File: src/rtl/tl_phase_sched.sv
// Four-phase traffic-light scheduler: round-robin green grants with min/max green,
// fixed yellow, and emergency all-red preemption. All outputs are registered.
module tl_phase_sched #(
    parameter int MIN_GREEN = 4,
    parameter int MAX_GREEN = 8,
    parameter int YELLOW    = 2
) (
    input  logic       clk,
    input  logic       reset,
    input  logic       Ta,
    input  logic       Tal,
    input  logic       Tb,
    input  logic       Tbl,
    input  logic       emg,
    output logic [1:0] La,
    output logic [1:0] Lb,
    output logic [3:0] gnt,
    output logic       chg,
    output logic [3:0] cnt
);

    typedef enum logic [1:0] {S_GREEN, S_YELLOW, S_ALL_RED} state_t;
    typedef enum logic [1:0] {P_A, P_AL, P_B, P_BL} phase_t;

    localparam logic [3:0] MIN_M1 = 4'(MIN_GREEN - 1);
    localparam logic [3:0] MAX_M1 = 4'(MAX_GREEN - 1);
    localparam logic [3:0] YEL_M1 = 4'(YELLOW - 1);

    state_t     state, state_n;
    phase_t     phase, phase_n;
    logic [3:0] cnt_n;
    logic       chg_n;
    logic [3:0] req, own_mask;
    logic       own, other;
    logic [1:0] idx;
    phase_t     succ;

    // Light code for a given state/phase: {La, Lb}.
    function automatic logic [3:0] lights(input state_t s, input phase_t p);
        logic [3:0] l;
        l = 4'b1111;
        case (s)
            S_GREEN: begin
                case (p)
                    P_A:     l = 4'b0011;
                    P_AL:    l = 4'b1011;
                    P_B:     l = 4'b1100;
                    default: l = 4'b1110;
                endcase
            end
            S_YELLOW: l = (p == P_A || p == P_AL) ? 4'b0111 : 4'b1101;
            default:  l = 4'b1111;
        endcase
        return l;
    endfunction

    always_comb begin
        req      = {Tbl, Tb, Tal, Ta};
        own_mask = 4'b0001 << phase;
        own      = |(req & own_mask);
        other    = |(req & ~own_mask);

        // Scan from farthest to nearest so the nearest asserted request after p wins;
        // offset 4 wraps to p itself, and with no request the successor is kept.
        succ = phase_t'(2'(phase) + 2'd1);
        idx  = 2'(phase);
        for (int k = 4; k >= 1; k--) begin
            idx = 2'(phase) + 2'(k);
            if (req[idx]) succ = phase_t'(idx);
        end

        state_n = state;
        phase_n = phase;
        cnt_n   = (cnt == 4'hF) ? cnt : cnt + 4'd1;
        chg_n   = 1'b0;

        if (emg) begin
            state_n = S_ALL_RED;
            if (state != S_ALL_RED) cnt_n = 4'd0;
        end else begin
            case (state)
                S_GREEN: begin
                    if (other && ((cnt >= MIN_M1 && !own) || cnt >= MAX_M1)) begin
                        state_n = S_YELLOW;
                        cnt_n   = 4'd0;
                    end
                end
                S_YELLOW: begin
                    if (cnt == YEL_M1) begin
                        state_n = S_GREEN;
                        phase_n = succ;
                        cnt_n   = 4'd0;
                        chg_n   = 1'b1;
                    end
                end
                S_ALL_RED: begin
                    state_n = S_GREEN;
                    phase_n = P_A;
                    cnt_n   = 4'd0;
                    chg_n   = 1'b1;
                end
                default: begin
                    state_n = S_GREEN;
                    phase_n = P_A;
                    cnt_n   = 4'd0;
                end
            endcase
        end
    end

    always_ff @(posedge clk or posedge reset) begin
        if (reset) begin
            state <= S_GREEN;
            phase <= P_A;
            cnt   <= 4'd0;
            chg   <= 1'b0;
            La    <= 2'b00;
            Lb    <= 2'b11;
            gnt   <= 4'b0001;
        end else begin
            state <= state_n;
            phase <= phase_n;
            cnt   <= cnt_n;
            chg   <= chg_n;
            {La, Lb} <= lights(state_n, phase_n);
            gnt   <= (state_n == S_GREEN) ? (4'b0001 << phase_n) : 4'b0000;
        end
    end

endmodule

File: config.mk
export PLATFORM = sky130hd
export DESIGN_NAME = tl_phase_sched
export DESIGN_NICKNAME = d
export VERILOG_FILES = /design/src/rtl/tl_phase_sched.sv
export SDC_FILE = /design/constraint.sdc
export NUM_CORES = 1
export LEC_CHECK = 0
export CORE_MARGIN = 3
export CORE_UTILIZATION = 50
export CTS_CLUSTER_DIAMETER = 100
export DETAILED_ROUTE_END_ITERATION = 7
export PLACE_DENSITY = 0.74
export REMOVE_ABC_BUFFERS = 1
export SLEW_MARGIN = 15
export SYNTH_ARGS = -nofsm -noshare
export SYNTH_HDL_FRONTEND = slang
export SYNTH_SLANG_ARGS = --single-unit
File: constraint.sdc
create_clock -name clk -period 5.1 [get_ports clk]
set_input_delay 0.51 -clock clk [delete_from_list [all_inputs] [get_ports clk]]
set_output_delay 0.51 -clock clk [all_outputs]
set_load 0.005 [all_outputs]
==> impl_results.md <==
* Syn_area_per_cell at 9.67 sq um
* Post_cts resized at 0
* Share of cells above drive strength 1 at 11.8%
* # placed instances at 159
* Period utilization at 48.0%
* Chip width at 53.6 um
* H-tree depth at 1
* EDFF count, synth at 0
* Gr usage total at 19.5%
* Status: finished, final reports clean
* Pwr Density at 263 nW/um^2
* # Post-CTS Setup Buffers at 0
* Routed met1 length at 1050 um
* Full die area at 2870 sq um
* # fillers at 181
* Iter 0 DRT Violations at 20
* Mean number of vias per cell at 5.63
* Hold_buf cts at 0
* WL/cell at 14.0 um
* Max VDD drop at 206 uV
* Initial antenna violation count at 0
* Crit-path max FO at 17
* Ys flop type: dfrtp_1
* Ant diodes at 0
* FMAX at 0.409 GHz
* CP endpoint kind: flip-flop
* Setup_tns at 0 ns
* Seq. cell area at 429 sq um
* Met3 Wirelength at 104 um
* Fin nets at 153
* Startpoint types: flip-flop
* Mapped Cells at 117
* I/O Buffers at 19
* Clock Tree Buf Depth at 2
* Multi-input gate area at 639 sq um
* Worst Skew at 0.00566 ns
* Worst reg2reg setup slack at 2.65 ns
* Synth-to-layout area growth at 20.0%
* Gr ovfl total at 0
* Async S/R FF share, synth at 100%
* Post-Syn Area at 1130 sq um
* Met2 WL at 1110 um
* Arrival @ worst endpoint at 2.64 ns
* Core Util, Final at 66.5%
* Top Layer Used: met4
* Die height at 53.6 um
* Largest net degree at the start of global routing at 18
* Final Power at 0.357 mW
* Reg2Reg Launch Point: phase[0]
* Vias after detailed routing at 918
* Most common cell after layout, fill and taps aside: clkdlybuf4s50_1
* Maxcap violations at 0
* Initial DRT Pass Iterations at 5
* Clock sinks at 17
* DR DRC count at 0
* Synth Register Bits at 17
* Gp weighted congestion at 0.876
* Post-route minimum period at 2.45 ns
* Hold crit path type: in2async
* Commonest cells after routing, fill and taps aside: 19 x clkdlybuf4s50_1, 14 x dfrtp_1, 13 x nor2_1
* Final setup violation count at 0
* Core Area at 2040 sq um
* Yosys warns at 0
* Root buffer cell: clkbuf_4
* Crit path required time at 5.29 ns
* WL final at 2280 um
* CTS tree: done
* Total CTS buffers at 3
* Slew @ Worst Pin at 0.649 ns
* Non-filler cells, final at 163
* Initial Util at 55.4%
* Antenna viol nets, final at 0
* Netlist cell types at 43
* Hold Vio Cnt, Final at 0
* I/O Pins at 20
* Clock latency at the later pin of the worst-skew pair at 0.29 ns
* Clk slew on worst S/H paths at 0.10 ns
* Site Rows at 16
* CP startpoint: phase[0]
* Vias in the first global route at 898
* Setup CP Type: reg2reg
* Post-synthesis sequential area ratio at 37.9%
* Reg2Reg Depth at 6
* Worst slew margin at 56.8%
* Leakage at 0.562 nW
* Post-DP HPWL at 1750 um
* Unrepaired setup endpoints after global routing: false
* First-pass GRT wire length at 4090 um
* R2r endpoint: gnt[1]
* Slew Viols, Final at 0
==> cells by family (layout without fill, tap and decap cells) <==
| family | after synthesis | after routing | share of synthesized area (%) |
|---|---|---|---|
| xor+xnor | 1 | 1 | 0.774 |
| fa+ha+maj | 9 | 9 | 9.96 |
| mux | 8 | 8 | 8.85 |
| simple gates | 43 | 43 | 20.7 |
| flops | 17 | 17 | 37.9 |
| compound gates | 25 | 25 | 16.3 |
| buf+inv | 14 | 33 | 5.53 |
==> cells in the mapped netlist (2+ instances only) <==
| library cell | number | share of area, % |
|---|---|---|
| dfstp_2 | 3 | 7.0 |
| ha_1 | 9 | 10 |
| mux2_2 | 2 | 2.0 |
| nor2_1 | 13 | 4.3 |
| nor2b_1 | 4 | 2.2 |
| nor3b_1 | 4 | 2.7 |
| nand3_1 | 3 | 1.3 |
| o31ai_1 | 2 | 1.3 |
| inv_1 | 10 | 3.3 |
| a2111oi_0 | 2 | 1.5 |
| nand2_1 | 5 | 1.7 |
| mux2i_1 | 4 | 3.5 |
| a31oi_1 | 3 | 1.7 |
| buf_2 | 2 | 0.88 |
| nor3_1 | 5 | 2.2 |
| dfrtp_1 | 14 | 31 |
| o22ai_1 | 2 | 1.1 |
| a21oi_1 | 4 | 1.8 |
| nand3b_1 | 2 | 1.3 |
==> layout make-up <==
cell class                      instances  share of cell area (%)
Tap cell                               27                    2.49
Timing Repair Buffer                   19                    14.0
Clock buffer                            3                    1.66
Sequential cell                        17                    31.6
Inverter                               10                    2.76
Clock inverter                          1                   0.369
Multi-Input combinational cell         86                    47.1
==> flip-flops by register name (all words and copies together) (netlist names) <==
name   flops
Lb         2
phase      2
gnt        4
La         2
chg        1
state      2
cnt        4
==> stage by stage <==
step | hold slack, ns | area, sq um | worst slack [ns]
2_1_floorplan | 0.434 | 1110 | 2.92
3_3_place_gp | 0.590 | 1330 | 2.43
3_5_place_dp | 0.584 | 1330 | 2.40
4_1_cts | 0.596 | 1360 | 2.63
5_1_grt | 0.618 | 1360 | 2.33
6_report | 0.580 | 1360 | 2.65
==> worst max-delay path: stages, from the launching register on <==
cell and delay, ns:
dfrtp_1 0.77, mux4_2 0.62, and3_4 0.19, a211oi_2 0.18, mux2i_1 0.30, o2bb2ai_2 0.13, nor2b_2 0.16
==> worst max path at each step <==
stage	endpoint	slack [ns]	cells past startpoint
2_1_floorplan	gnt[1]	2.92	6
3_3_place_gp	gnt[1]	2.43	7
3_5_place_dp	gnt[1]	2.40	7
4_1_cts	gnt[1]	2.63	6
5_1_grt	gnt[3]	2.33	6
6_report	gnt[1]	2.65	6
==> power breakdown <==
part	leakage (nW)	internal [mW]	total [mW]	switching, mW
Sequential	0.215	0.150	0.170	0.0196
Clock	0.0177	0.0292	0.0703	0.0411
Combinational	0.329	0.0613	0.116	0.0551
Total	0.562	0.241	0.357	0.116
==> per-layer routing <==
| layer | track usage (%) | vias up |
|---|---|---|
| li1 | - | 459 |
| met1 | 27.4 | 432 |
| met2 | 29.6 | 24 |
| met3 | 5.26 | 3 |
| met4 | 5.11 | 0 |
| met5 | 0 | - |
(Power assumes the default switching activity.)
